## src/rtl/sequenciador_verifica_macro.sv

```systemverilog
// Win/draw check sequencer for one 3x3 micro board. It reads the 9 cells of the
// selected macro cell from the board RAM, then evaluates the 8 lines for the player who just moved.
module sequenciador_verifica_macro #(
    parameter int ADDR_W = 7
) (
    input  logic              clock,
    input  logic              reset,
    input  logic              iniciar_verif,
    input  logic [3:0]        macro_sel,
    input  logic              jogador,
    input  logic [1:0]        mem_dado,
    output logic [ADDR_W-1:0] mem_addr,
    output logic              mem_le,
    output logic              ocupado,
    output logic              fim_verif,
    output logic              venceu,
    output logic              empate,
    output logic [2:0]        linha,
    output logic              erro,
    output logic [3:0]        db_estado
);

    typedef enum logic [3:0] {
        OCIOSO  = 4'h0,
        LEITURA = 4'h1,
        CAPTURA = 4'h2,
        AVALIA  = 4'h3,
        FIM     = 4'hF
    } estado_t;

    estado_t           estado;
    estado_t           prox_estado;
    logic [3:0]        cnt;
    logic [3:0]        macro_reg;
    logic              jogador_reg;
    logic [1:0]        shadow [9];
    logic [ADDR_W-1:0] base_addr;
    logic [1:0]        codigo;
    logic [8:0]        eh_jog;
    logic [8:0]        cheio;
    logic [7:0]        match;
    logic [2:0]        linha_calc;

    always_ff @(posedge clock or posedge reset) begin
        if (reset) begin
            estado <= OCIOSO;
        end else begin
            estado <= prox_estado;
        end
    end

    always_comb begin
        prox_estado = OCIOSO;
        case (estado)
            OCIOSO: begin
                if (!iniciar_verif) begin
                    prox_estado = OCIOSO;
                end else if (macro_sel > 4'd8) begin
                    prox_estado = FIM;
                end else begin
                    prox_estado = LEITURA;
                end
            end
            LEITURA: prox_estado = (cnt == 4'd8) ? CAPTURA : LEITURA;
            CAPTURA: prox_estado = AVALIA;
            AVALIA:  prox_estado = FIM;
            FIM:     prox_estado = OCIOSO;
            default: prox_estado = OCIOSO;
        endcase
    end

    // Address is decoded from the latched macro cell and cnt only, so nothing
    // from the inputs reaches the memory port combinationally.
    assign base_addr = ADDR_W'(macro_reg) * ADDR_W'(9);
    assign mem_addr  = (estado == LEITURA) ? (base_addr + ADDR_W'(cnt)) : '0;
    assign mem_le    = (estado == LEITURA);
    assign ocupado   = (estado != OCIOSO);
    assign fim_verif = (estado == FIM);
    assign db_estado = estado;

    always_comb begin
        codigo = jogador_reg ? 2'b10 : 2'b01;
        eh_jog = '0;
        cheio  = '0;
        for (int i = 0; i < 9; i++) begin
            eh_jog[i] = (shadow[i] == codigo);
            cheio[i]  = (shadow[i] == 2'b01) || (shadow[i] == 2'b10);
        end
        match[0] = eh_jog[0] & eh_jog[1] & eh_jog[2];
        match[1] = eh_jog[3] & eh_jog[4] & eh_jog[5];
        match[2] = eh_jog[6] & eh_jog[7] & eh_jog[8];
        match[3] = eh_jog[0] & eh_jog[3] & eh_jog[6];
        match[4] = eh_jog[1] & eh_jog[4] & eh_jog[7];
        match[5] = eh_jog[2] & eh_jog[5] & eh_jog[8];
        match[6] = eh_jog[0] & eh_jog[4] & eh_jog[8];
        match[7] = eh_jog[2] & eh_jog[4] & eh_jog[6];
        linha_calc = 3'd0;
        for (int i = 7; i >= 0; i--) begin
            if (match[i]) begin
                linha_calc = 3'(i);
            end
        end
    end

    // RAM data lags the address by one cycle, so the cell issued at cnt-1
    // arrives while cnt is current; the last cell lands during CAPTURA.
    always_ff @(posedge clock or posedge reset) begin
        if (reset) begin
            cnt         <= '0;
            macro_reg   <= '0;
            jogador_reg <= 1'b0;
            venceu      <= 1'b0;
            empate      <= 1'b0;
            linha       <= '0;
            erro        <= 1'b0;
            for (int i = 0; i < 9; i++) begin
                shadow[i] <= 2'b00;
            end
        end else begin
            case (estado)
                OCIOSO: begin
                    if (iniciar_verif) begin
                        macro_reg   <= macro_sel;
                        jogador_reg <= jogador;
                        venceu      <= 1'b0;
                        empate      <= 1'b0;
                        linha       <= '0;
                        erro        <= (macro_sel > 4'd8);
                        cnt         <= '0;
                    end
                end
                LEITURA: begin
                    if (cnt != 4'd0) begin
                        shadow[cnt - 4'd1] <= mem_dado;
                    end
                    if (cnt != 4'd8) begin
                        cnt <= cnt + 4'd1;
                    end
                end
                CAPTURA: begin
                    shadow[8] <= mem_dado;
                end
                AVALIA: begin
                    venceu <= |match;
                    linha  <= linha_calc;
                    empate <= ~(|match) & (&cheio);
                end
                default: begin
                end
            endcase
        end
    end

endmodule

```

## config.mk

```make
export PLATFORM = sky130hd
export DESIGN_NAME = sequenciador_verifica_macro
export DESIGN_NICKNAME = d
export VERILOG_FILES = /design/src/rtl/sequenciador_verifica_macro.sv
export SDC_FILE = /design/constraint.sdc
export NUM_CORES = 1
export LEC_CHECK = 0
export CAP_MARGIN = 20
export CORE_ASPECT_RATIO = 0.6
export CORE_UTILIZATION = 52
export CTS_BUF_LIST = sky130_fd_sc_hd__clkbuf_8
export DETAILED_ROUTE_END_ITERATION = 7
export GPL_ROUTABILITY_DRIVEN = 0
export GPL_TIMING_DRIVEN = 0
export PLACE_DENSITY_LB_ADDON = 0.12
export SLEW_MARGIN = 20
export SYNTH_ARGS = -nofsm -noshare
export SYNTH_HDL_FRONTEND = slang
export SYNTH_SLANG_ARGS = --single-unit
```

## constraint.sdc

```tcl
create_clock -name clock -period 2.2 [get_ports clock]
set_input_delay 0.22 -clock clock [delete_from_list [all_inputs] [get_ports clock]]
set_output_delay 0.22 -clock clock [all_outputs]
set_load 0.02 [all_outputs]
```

---- Word level (Yosys, flattened, before mapping) ----
Index checks and enable logic that the tools add are counted.
cells by class
  add/subtract/negate cells ............... 3
  multiply operators ...................... 1
  div/mod/pow operators ................... 0
  magnitude comparators ................... 3
  equal/unequal tests ..................... 36
  shift operators ......................... 0
  multiplexer cells ....................... 27
  bitwise logic cells ..................... 19
  reduce and logical (&&, ||, !) cells .... 23
operators with widths
  cell                 number
  $mux 3               9
  $bwmux 18            1
  $eq 2x1->1 const B   9
  $eq 2x2->1           9
  $eq 2x2->1 const B   9
  $and 1x1->1          17
  $mux 4               4
  $pmux 4 s4           1
  $logic_or 1x1->1     9
  $reduce_and 9->1     1
  $demux 2 s4          1
  $eq 4x2->1 const B   2
  $eq 4x4->1 const B   2
  $mux 2               4
  $pmux 4 s2           1
  $reduce_and 2->1     4
  $reduce_bool 4->1    2
  $reduce_or 8->1      1
  $add 7x4->7          1
  $mul 4x4->7 const B  1
  $mux 7               1
  $pmux 3 s2           1
  $reduce_bool 2->1    3
  $ge 5x5->1 const B   1
  other kinds (16)     18
word-level totals
  register bits ........................... 37
  latch bits .............................. 0
  RAM bits ................................ 0
  memory bits (read-only) ................. 0
  bits of input ports ..................... 10
  output and inout port bits .............. 20
  logic and storage cells ................. 129
  memories kept ........................... 0

---- Depth between registers and ports, before layout ----
  depth after elaboration ................. 13
  depth in mapped cells ................... 9
  depth with buffers taken out ............ 9

---- Least setup slack after synthesis ----
Ideal clock, no wire load.
  path type ............................... register -> output
  start ................................... reg macro_reg[0]
  end ..................................... out mem_addr[6]
  arrival time ............................ 2.135 ns
  data required time ...................... 1.980 ns
  slack ................................... -0.155 ns
  cell stages (with the launch flop) ...... 8
  path buffers ............................ 0
  cells stage by stage .................... dfrtp_1 > ha_1 > ha_1 > ha_1 > a21oi_1 > o21bai_1 > a21oi_1 > mux2i_1
on the way
  word-level cells in the longest chain between the ends .. 3
RTL lines
  element                 RTL line  text
  start, declared         34        logic [3:0] macro_reg;
  start signal, assigned  123       macro_reg <= macro_sel;
  $mul 4x4->7             74        assign base_addr = ADDR_W'(macro_reg) * ADDR_W'(9);
  $add 7x4->7             75        assign mem_addr = (estado == LEITURA) ? (base_addr + ADDR_W'(cnt)) : '0;
  $mux 7                  75
  end, declared           12        output logic [ADDR_W-1:0] mem_addr,
Every way passes these cells.

---- Worst setup path after layout ----
Ends and elaborated chain as after synthesis.

==> results.json <==
{
  "status": "finished with violations",
  "violations": "setup timing",
  "die-area_um2": 4920,
  "clk_latency_ns": 0.30,
  "min_period_ns": 2.46,
  "finalCritPeriodShare_pct": 112,
  "layout_common_cells": "dfrtp_1 (30), mux2_2 (22), clkdlybuf4s50_1 (21)",
  "remaining_drc_errors": 0,
  "synth.net_count": 265,
  "r2r-start": "cnt[1]",
  "reg2reg_setup_slack_ns": 0.08,
  "startpoint_type": "register",
  "final_core_util_pct": 72.3,
  "cts_made_buffers": 5,
  "grt_usage_pct": 24.7,
  "routed_wl_um": 5780,
  "syn_area_um2": 2410,
  "synth_top_area_share_pct": 37.3,
  "rr_worst_depth": 7,
  "nNetsFinal": 306,
  "dp_worst_setup_slack_ns": -0.607,
  "htree_levels": 2,
  "grt_pass1_vias": 1756,
  "rsz0062_at_grt": "yes",
  "leakage_nw": 1.32,
  "vdd_drop_max_uv": 986,
  "end_kind": "output port",
  "dr.pass1.iters": 4,
  "core-area_um2": 4280,
  "hpwlAfterDp_um": 4090,
  "path_class": "register to output port",
  "overflow": 0,
  "largest_register_ffs": 18,
  "slew_headroom_pct": 49.7,
  "detail_route.vias_per_cell": 5.84,
  "diodes": 0,
  "clock_path_buffers": 2,
  "synth_area_per_cell_um2": 10.2,
  "wl_per_cell_um": 17.1,
  "tritoncts": "yes",
  "drt_iter0_markers": 143,
  "layout_setup_ws_ns": -0.258,
  "setup_viol": 4,
  "r2r-end": "shadow[1]",
  "ys_ff_latch": 36,
  "slew_violations": 0,
  "maxCapViolCount": 0,
  "synthTopCellsByArea": "dfrtp_1 (37%), mux2_2 (10%), ha_1 (8.8%), xor2_1 (4.4%), nand2b_1 (3.1%)",
  "ys_async_sr_fraction_pct": 100,
  "setup_tns_ns": -0.660,
  "yosysSeqAreaShare_pct": 37.3,
  "fill_cells": 304,
  "synth-main-ff-cell": "dfrtp_1",
  "critical_path_required_ns": 1.98,
  "hold_viol": 0,
  "power_density_nw_per_um2": 1620,
  "max_freq_mhz": 407,
  "ant_nets": 0,
  "die_w_um": 89.9,
  "cts.clk_slew.worst_paths_ns": 0.08,
  "ys_warn_count": 0,
  "die_y_um": 54.8,
  "syn_to_final_growth_pct": 28.2,
  "cts_num_sinks": 36,
  "io_pins": 30,
  "synth_top_cell_by_area": "dfrtp_1",
  "max_slew.worst_pin.slew_ns": 0.754,
  "rows": 18,
  "grt_pass1_wl_um": 9090,
  "syn_inst": 237,
  "drive_above_1_share_pct": 31.5,
  "ys_types": 52,
  "initial_utilization_pct": 56.4,
  "cts-root-buf": "clkbuf_8",
  "portBuffers": 29,
  "vias": 1979,
  "final_common_cell": "dfrtp_1",
  "hp-class": "primary input to asynchronous set/reset pin",
  "synth_edf_count": 0,
  "critPathMaxFanout": 3,
  "antenna_found_initial": 0,
  "hold_slack_ns": 0.379,
  "critical_path_arrival_ns": 2.24,
  "clock_skew_ns": 0.00668,
  "grt_max_degree": 37
}
-- kinds of logic after synthesis --
group                    Yosys count  synth area share (%)
adder cells (fa/ha/maj)           18                  9.65
AO/OA/AOI/OAI                     46                  13.1
multiplexers                      26                  12.0
buffers and inverters             17                  3.32
XOR/XNOR                          16                  5.81
flip-flops                        36                  37.3
AND/OR/NAND/NOR                   78                  18.7
-- worst max-delay path, cell delays in order, from the launching register on --
cell      delay, ns
dfrtp_2        0.45
ha_4           0.17
ha_1           0.26
ha_1           0.34
inv_2          0.10
o21bai_1       0.10
a21oi_2        0.16
mux2i_2        0.21
buf_4          0.16
-- cell usage after synthesis (2+ instances only) --
cell type / number
dfrtp_1: 36
mux2_2: 22
ha_1: 17
nand2_1: 14
nor2_1: 13
nand2b_1: 12
xor2_1: 12
inv_1: 11
o22ai_1: 10
and3_1: 9
o21ai_0: 8
a21oi_1: 6
nand3b_1: 5
xnor2_1: 4
a21o_1: 3
and2_1: 3
buf_2: 3
or3b_2: 3
a22o_1: 2
a22oi_1: 2
mux2_1: 2
mux2i_1: 2
nand3_1: 2
nand4_1: 2
nor2_2: 2
nor3_1: 2
nor3b_1: 2
o211ai_1: 2
o21a_1: 2
or2_2: 2
-- per-stage QoR --
step | total power [mW] | instances | cell area [µm²]
after floorplan | 3.12 | 237 | 2430
after global placement | 3.86 | 326 | 2800
after detailed placement | 3.95 | 326 | 2800
after CTS | 4.68 | 338 | 2980
after global routing | 5.34 | 339 | 3090
final | 5.01 | 339 | 3090
-- layer usage --
| metal | share of wire (%) | global-route usage, % | routed length [µm] | up-vias |
|---|---|---|---|---|
| met5 | 0 | 0 | 0 | - |
| met4 | 1.1 | 7.26 | 65 | 0 |
| met3 | 7.4 | 5.42 | 425 | 9 |
| met2 | 41 | 35.3 | 2370 | 67 |
| met1 | 50 | 37.0 | 2920 | 968 |
| li1 | - | - | - | 935 |
-- final cells by class --
type / count / area (µm²) / area share (%)
clock inverter: 2 / 10.0 / 0.324
sequential: 36 / 908 / 29.4
inverter: 11 / 43.8 / 1.42
multi-input combinational: 184 / 1590 / 51.5
buffer: 6 / 43.8 / 1.42
tap: 60 / 75.1 / 2.43
clock buffer: 6 / 82.6 / 2.67
timing repair buffer: 34 / 335 / 10.8
-- worst max path at each step --
stage | startpoint | endpoint | slack, ns | cells after the start
floorplan | macro_reg[0] | mem_addr[6] | -0.002 | 7
global placement | macro_reg[0] | mem_addr[6] | -0.60 | 8
detailed placement | macro_reg[0] | mem_addr[6] | -0.61 | 8
CTS | macro_reg[3] | mem_addr[6] | -0.29 | 8
global route | macro_reg[3] | mem_addr[6] | -0.33 | 8
finish | macro_reg[0] | mem_addr[6] | -0.26 | 8
-- report_power, final --
| group | switching [mW] | leakage (nW) | internal, mW |
|---|---|---|---|
| Sequential | 0.436 | 0.454 | 0.951 |
| Clock | 0.253 | 0.0510 | 0.250 |
| Combinational | 1.56 | 0.817 | 1.56 |
-- timing repair --
item | in CTS | in global routing
endpoints found under the setup margin | 10 | 26
buffers inserted | 4 | 1
pin swaps | 12 | 17
hold buffers | 0 | 0
gates resized for setup | 48 | 24
No activity file was read; power rests on OpenSTA's default activity.
